## src/rtl/dec139_select_sequencer.sv

```systemverilog
// Select-code sequencer for a 74x139 dual 2-to-4 decoder: sweeps {C,B,A} through
// all eight codes in binary or Gray order, holding each code for a latched dwell.
module dec139_select_sequencer #(
  parameter int DWELL_W = 8,
  parameter int CODE_W  = 3
) (
  input  logic               CLK,
  input  logic               RST_N,
  input  logic               START,
  input  logic               STOP,
  input  logic               LOOP,
  input  logic               GRAY,
  input  logic [DWELL_W-1:0] DWELL,
  output logic               A,
  output logic               B,
  output logic               C,
  output logic               VALID,
  output logic               STEP,
  output logic               BUSY,
  output logic               DONE
);

  localparam logic [1:0] S_IDLE = 2'd0;
  localparam logic [1:0] S_RUN  = 2'd1;
  localparam logic [1:0] S_FIN  = 2'd2;

  localparam logic [CODE_W-1:0]  LAST_IDX = '1;
  localparam logic [DWELL_W-1:0] ONE_D    = DWELL_W'(1);

  function automatic logic [CODE_W-1:0] f_map(input logic [CODE_W-1:0] idx,
                                               input logic              gray);
    return gray ? (idx ^ (idx >> 1)) : idx;
  endfunction

  logic [1:0]         r_state, w_state;
  logic [CODE_W-1:0]  r_index, w_index;
  logic [DWELL_W-1:0] r_cnt,   w_cnt;
  logic [DWELL_W-1:0] r_dwell, w_dwell;
  logic               r_loop,  w_loop;
  logic               r_gray,  w_gray;
  logic [CODE_W-1:0]  r_code,  w_code;
  logic               r_valid, w_valid;
  logic               r_step,  w_step;
  logic               r_busy,  w_busy;
  logic               r_done,  w_done;

  // Outputs are computed for the next cycle and registered, so every port is a flop.
  always_comb begin
    w_state = r_state;
    w_index = r_index;
    w_cnt   = r_cnt;
    w_dwell = r_dwell;
    w_loop  = r_loop;
    w_gray  = r_gray;
    w_valid = 1'b0;
    w_step  = 1'b0;
    w_busy  = 1'b0;
    w_done  = 1'b0;
    case (r_state)
      S_IDLE: begin
        if (START && !STOP) begin
          w_dwell = (DWELL == '0) ? ONE_D : DWELL;
          w_loop  = LOOP;
          w_gray  = GRAY;
          w_index = '0;
          w_cnt   = w_dwell - ONE_D;
          w_state = S_RUN;
          w_valid = 1'b1;
          w_step  = 1'b1;
          w_busy  = 1'b1;
        end
      end
      S_RUN: begin
        if (STOP) begin
          w_state = S_IDLE;
          w_index = '0;
          w_cnt   = '0;
        end else begin
          w_valid = 1'b1;
          w_busy  = 1'b1;
          if (r_cnt != '0) begin
            w_cnt = r_cnt - ONE_D;
          end else if (r_index != LAST_IDX) begin
            w_index = r_index + CODE_W'(1);
            w_cnt   = r_dwell - ONE_D;
            w_step  = 1'b1;
          end else if (r_loop) begin
            w_index = '0;
            w_cnt   = r_dwell - ONE_D;
            w_step  = 1'b1;
          end else begin
            w_state = S_FIN;
            w_index = '0;
            w_valid = 1'b0;
            w_busy  = 1'b0;
            w_done  = 1'b1;
          end
        end
      end
      S_FIN: begin
        w_state = S_IDLE;
      end
      default: begin
        w_state = S_IDLE;
        w_index = '0;
        w_cnt   = '0;
      end
    endcase
    w_code = w_valid ? f_map(w_index, w_gray) : '0;
  end

  always_ff @(posedge CLK or negedge RST_N) begin
    if (!RST_N) begin
      r_state <= S_IDLE;
      r_index <= '0;
      r_cnt   <= '0;
      r_dwell <= ONE_D;
      r_loop  <= 1'b0;
      r_gray  <= 1'b0;
      r_code  <= '0;
      r_valid <= 1'b0;
      r_step  <= 1'b0;
      r_busy  <= 1'b0;
      r_done  <= 1'b0;
    end else begin
      r_state <= w_state;
      r_index <= w_index;
      r_cnt   <= w_cnt;
      r_dwell <= w_dwell;
      r_loop  <= w_loop;
      r_gray  <= w_gray;
      r_code  <= w_code;
      r_valid <= w_valid;
      r_step  <= w_step;
      r_busy  <= w_busy;
      r_done  <= w_done;
    end
  end

  assign A     = r_code[0];
  assign B     = r_code[1];
  assign C     = r_code[2];
  assign VALID = r_valid;
  assign STEP  = r_step;
  assign BUSY  = r_busy;
  assign DONE  = r_done;

endmodule

```

## config.mk

```make
export PLATFORM = sky130hd
export DESIGN_NAME = dec139_select_sequencer
export DESIGN_NICKNAME = d
export VERILOG_FILES = /design/src/rtl/dec139_select_sequencer.sv
export SDC_FILE = /design/constraint.sdc
export NUM_CORES = 1
export LEC_CHECK = 0
export BUFFER_PORTS_ARGS = -buffer_cell sky130_fd_sc_hd__buf_2
export CAP_MARGIN = 0
export CORE_UTILIZATION = 62
export DETAILED_ROUTE_END_ITERATION = 8
export PLACE_DENSITY_LB_ADDON = 0.12
export SYNTH_ARGS = -nofsm -noshare
export SYNTH_HDL_FRONTEND = slang
export SYNTH_SLANG_ARGS = --single-unit
```

## constraint.sdc

```tcl
create_clock -name CLK -period 7.4 [get_ports CLK]
set_input_delay 2.22 -clock CLK [delete_from_list [all_inputs] [get_ports CLK]]
set_output_delay 2.22 -clock CLK [all_outputs]
set_load 0.03 [all_outputs]
```

# ---- After elaboration in Yosys (flattened, before gate mapping)
# Cells that the tools add are included.
dict set report word_totals {
  ff_bits 29
  inputBits 14
  word_cells 68
}
dict set report op_classes {
  add_sub_neg 4
  n_eq_ne 8
  n_mux 36
  bitwise_logic 2
  reduce_logical 8
}
# cell count
set op_table {}
lappend op_table {{$mux W8} 6}
lappend op_table {{$pmux W8 S3} 1}
lappend op_table {{$sub A8 B1 Y8 const B} 3}
lappend op_table {{$mux W3} 6}
lappend op_table {{$mux W1} 14}
lappend op_table {{$ne A3 B3 Y1 const B} 4}
lappend op_table {{$mux W2} 5}
lappend op_table {{$pmux W3 S3} 1}
lappend op_table {{$logic_not A8 Y1} 1}
lappend op_table {{$reduce_bool A8 Y1} 1}
lappend op_table {{$ne A5 B5 Y1 const B} 1}
lappend op_table {{$pmux W1 S2} 2}
lappend op_table {{$pmux W2 S2} 1}
lappend op_table {{$reduce_and A4 Y1} 1}
lappend op_table {{$add A3 B1 Y3 const B} 1}
lappend op_table {{$reduce_and A3 Y1} 1}
lappend op_table {{$xor A3 B2 Y3} 1}
lappend op_table {{$eq A2 B1 Y1 const B} 1}
lappend op_table {{$eq A2 B2 Y1 const B} 1}
lappend op_table {{$logic_not A2 Y1} 1}
lappend op_table {{$ne A2 B2 Y1 const B} 1}
lappend op_table {{$reduce_and A2 Y1} 1}
lappend op_table {{$logic_and A1 B1 Y1} 1}
lappend op_table {{$logic_not A1 Y1} 1}
lappend op_table {{$not A1 Y1} 1}

# ---- Depth between registers and ports, before layout
dict set report depth {
  word_depth 8
  depth_mapped 9
  mapped_depth_nobuf 9
}

# ---- Least setup slack after synthesis
# OpenSTA, ideal clock, no wires.
dict set report synth_path {
  kind {input port to flip-flop}
  startpoint {input DWELL[5]}
  endpoint {register r_cnt[6]}
  setup_ns 0.121
  arrival_time_ns 3.854
  required_ns 7.279
  setup_slack_ns 3.425
  path_stages 9
  path_buffers 0
  cell_sequence {or4_1 -> nor3_1 -> a21oi_1 -> ha_1 -> inv_1 -> or3_1 -> a21o_1 -> o311ai_1 -> a22o_1}
}
dict set report synth_via {
  elab_chain_len 5
}
# element line_no
set synth_lines {}
lappend synth_lines {{from (decl)} 13} ;# input logic [DWELL_W-1:0] DWELL,
lappend synth_lines {{$logic_not A8 Y1} 62} ;# w_dwell = (DWELL == '0) ? ONE_D : DWELL;
lappend synth_lines {{$mux W8 (*)} 62}
lappend synth_lines {{$sub A8 B1 Y8 (*)} 66} ;# w_cnt = w_dwell - ONE_D;
lappend synth_lines {{$mux W8 (*)} 61} ;# if (START && !STOP) begin
lappend synth_lines {{$pmux W8 S3 (*)} 59} ;# case (r_state)
lappend synth_lines {{to (signal assigned)} 128} ;# r_cnt <= w_cnt;
lappend synth_lines {{to (decl)} 37} ;# logic [DWELL_W-1:0] r_cnt, w_cnt;
# Mark *: on every way between the ends. The rest lies on a longest branch, timed or not. The select of a mux whose other input is x is not followed.
# A chain may end at the register's enable or synchronous reset.

# ---- Final worst setup path
dict set report layout_path {
  startpoint {input DWELL[4]}
  endpoint {register r_cnt[4]}
}
# Same word-level chain as after synthesis.

==> summary.txt <==
Outcome
  – Outcome: finished clean

Clock tree
  – Number of gates resized after cts: 0
  – H-tree depth: 2
  – Clock Tree Root: clkbuf_4
  – Setup bufs post-CTS: 0
  – Count of hold-fix buffers inserted at cts: 0
  – Clock insertion delay at the later pin of the skew report: 0.34 ns
  – Maximum buffer depth of the clock tree: 2
  – Register clock-pin slew on the reported worst setup and hold paths: 0.09 ns
  – Clock tree from TritonCTS: built
  – TritonCTS buffer count: 5
  – CTS sink cnt: 29

Die
  – Horizontal extent of the die: between 50 and 60 um
  – Die area: 3000 um^2
  – Number of cell rows: 18
  – Die span in y: 54.8 um
  – Boundary pin count: 21
  – CORE AREA: 2540 um^2
  – Initial Utilization: 67.9%

Logic synthesis
  – Compound-cell area share of the yosys netlist: 21.3%
  – Basic-gate share of the synthesized area counting and, or, nand and nor cells: 26.6%
  – Post-Syn Instances: ~190
  – Post-synthesis sequential area ratio: 42.0%
  – Post-synthesis sequential element count: 29
  – Number of synthesis warnings: 0
  – Area share of the largest cell type after synthesis: 40.5%
  – Cell types occupying the most area after synthesis: dfrtp_1, nand2_1, a21oi_1
  – Per-instance average area after synthesis: 9.30 um^2
  – Adder-cell share of the synthesized area: 2.89%
  – Post-synth EDFFs: 0
  – Post-synthesis cell area: ~1700 um^2
  – Cell taking the most area after synthesis: dfrtp_1
  – Synthesized-area fraction occupied by xor and xnor cells: 2.53%
  – Primary flip-flop cell chosen by synthesis mapping: dfrtp_1
  – Mux cell area share after synthesis: 1.81%
  – Total nets after synthesis: 204
  – Number of different library cells in the post-synthesis netlist: 56
  – Async SR Flop Fraction: 100%
  – Main combinational cell family by area after synthesis: simple AND/OR/NAND/NOR gates

Job
  – Number of maximum-capacitance constraint violations: 0

Final layout
  – Final core area utilization: 75.4%
  – Register Area: ~730 um^2
  – Layout-stage area growth over the synthesis result: 10.9%
  – Net count of the finished layout: 226
  – Count of fill cells added during filler insertion: ~190
  – Highest-count cells in the layout ignoring fill and taps: nand2_1, dfrtp_1, buf_2
  – ANT cells: 0
  – Combined area of the multi-input logic cells: 953 um^2
  – Most common library cell in the layout ignoring fill and taps: nand2_1
  – Layout cell share with drive strength beyond 1: 21.1%

Timing
  – Final hold violation count: 0
  – Worst max-slew margin expressed relative to the limit: 50.9%
  – FMAX: 0.250 GHz
  – Final-report setup violation count: 0
  – Worst Max-Slew Pin Slew: 0.730 ns
  – Shortest clock period the worst path allows after layout: 4.00 ns
  – Final period utilization: 54.0%
  – Setup repair after global routing missed its margin: no
  – Worst-case clock skew: approximately 0.0076 ns
  – Total negative setup slack: 0 ns
  – Worst hold slack: 0.523 ns
  – Number of slew-limit violations in the final report: 0

Global route
  – Wire length of the first global-routing pass: 6870 um
  – Combined global-route utilization of all metal layers: around a third
  – Overflow left after global routing: 0
  – Number of global-route vias before repair: 1490
  – Largest net degree at the start of global routing: 30
  – Number of antenna violations at the first check in global routing: 0

Drt
  – Length of routed wiring on met1: 1940 um
  – Via/cell ratio: a little under 7
  – Detailed-routing iteration count for the pre-antenna-repair pass: 4
  – DR iter-0 viols: 78
  – DR WL met2: 2100 um
  – Routed WL per cell: 19.1 um
  – Total detailed-routing wirelength: 4570 um
  – Number of nets still failing antenna checks after routing: 0
  – DRC viols: 0
  – Met3 wire length: 390 um
  – Highest Signal Layer: met4
  – Overall via count from detail_route: 1645

Placed design
  – Global placer's final weighted congestion: approximately 0.95
  – Count of buffers from port buffering: 20
  – Detailed Place HPWL: 3310 um

Pwr
  – Pwr Density: 258 nW/um^2
  – Worst IR drop on VDD: 0.258 mV
  – Static leakage: approximately 0.91 nW

Setup path
  – Data arrival time of the critical path: around 4.2 ns
  – Critical path launch point type: input port
  – Worst Path Max Fanout: 5
  – Start-to-end type of the worst setup path: input port to register
  – Kind of end point of the critical path: register
  – Required arrival time at the worst endpoint: 7.63 ns

Min path
  – Worst hold-check path type: register to register
[report_power, final]
part | switching (W) | internal, W
clock | 0.0000565 | 0.0000806
sequential | 0.0000338 | 0.000182
combinational | 0.0000864 | 0.0000566
[sequential cells by signal (all words and copies together) (netlist names)]
register / flops
BUSY: 1
DONE: 1
STEP: 1
r_cnt: 8
r_code: 3
r_dwell: 8
r_gray: 1
r_index: 3
r_loop: 1
r_state: 2
[through the flow]
step           instances  total power (W)  setup slack, ns  area [um^2]
2_1_floorplan        186         0.000311             3.43         1730
3_3_place_gp         231         0.000349             3.23         1830
3_5_place_dp         231         0.000355             3.06         1830
4_1_cts              239         0.000490             3.41         1920
5_1_grt              239         0.000517             3.29         1920
6_report             239         0.000496             3.40         1920
[worst paths after layout]
| path | start | endpoint | slack, ns | depth (start not counted) |
|---|---|---|---|---|
| worst min register to register | r_loop$_DFFE_PN0P_ | r_loop$_DFFE_PN0P_ | 0.52 | 2 |
| worst max-delay path | DWELL[4] | r_cnt[4]$_DFFE_PN0P_ | 3.40 | 9 |
| worst max register to register | r_cnt[3]$_DFFE_PN0P_ | r_cnt[4]$_DFFE_PN0P_ | 4.67 | 8 |
| min in group asynchronous | RST_N | r_cnt[5]$_DFFE_PN0P_ | 1.90 | 1 |
| worst min-delay path | r_loop$_DFFE_PN0P_ | r_loop$_DFFE_PN0P_ | 0.52 | 2 |
| max in group asynchronous | RST_N | r_dwell[5]$_DFFE_PN0P_ | 5.08 | 1 |
[layout make-up]
cell class | instances | share of cell area (%)
clock buffer | 7 | 2.87
clock inverter | 1 | 1.57
inverter | 4 | 0.783
multi-input combinational | 148 | 49.7
sequential | 29 | 37.9
tap | 30 | 1.96
timing repair buffer | 20 | 5.22
[per-layer routing]
| layer | vias to the layer above | GRT usage [%] |
|---|---|---|
| met2 | 86 | 51.2 |
| met5 | - | 0 |
| met1 | 797 | 43.2 |
| met4 | 0 | 17.9 |
| li1 | 743 | - |
| met3 | 19 | 11.9 |
[synthesized netlist by cell type, drive strengths merged (4+ instances only)]
library cell	instances
xnor2	4
inv	4
o21ai	11
ha	4
nand3	4
or3	4
dfrtp	28
nor2	10
nor4	7
or2	4
a22o	4
or4	6
nor3	6
nand2	29
a21oi	13
[kinds of logic (layout without fill, tap and decap cells)]
| logic type | Yosys count | in the layout |
|---|---|---|
| xor+xnor | 5 | 5 |
| fa+ha+maj | 4 | 4 |
| buf+inv | 9 | 32 |
| simple gates | 83 | 83 |
| compound gates | 53 | 53 |
| flops | 29 | 29 |
| mux | 3 | 3 |
[worst max-delay path: stages]
cell	delay, ns
buf_2	0.13
or4_1	0.57
nor3_1	0.28
a21oi_1	0.18
ha_1	0.25
inv_1	0.09
or3_1	0.13
xnor2_1	0.08
a221o_1	0.30
Power figures use the tool's default switching activity.
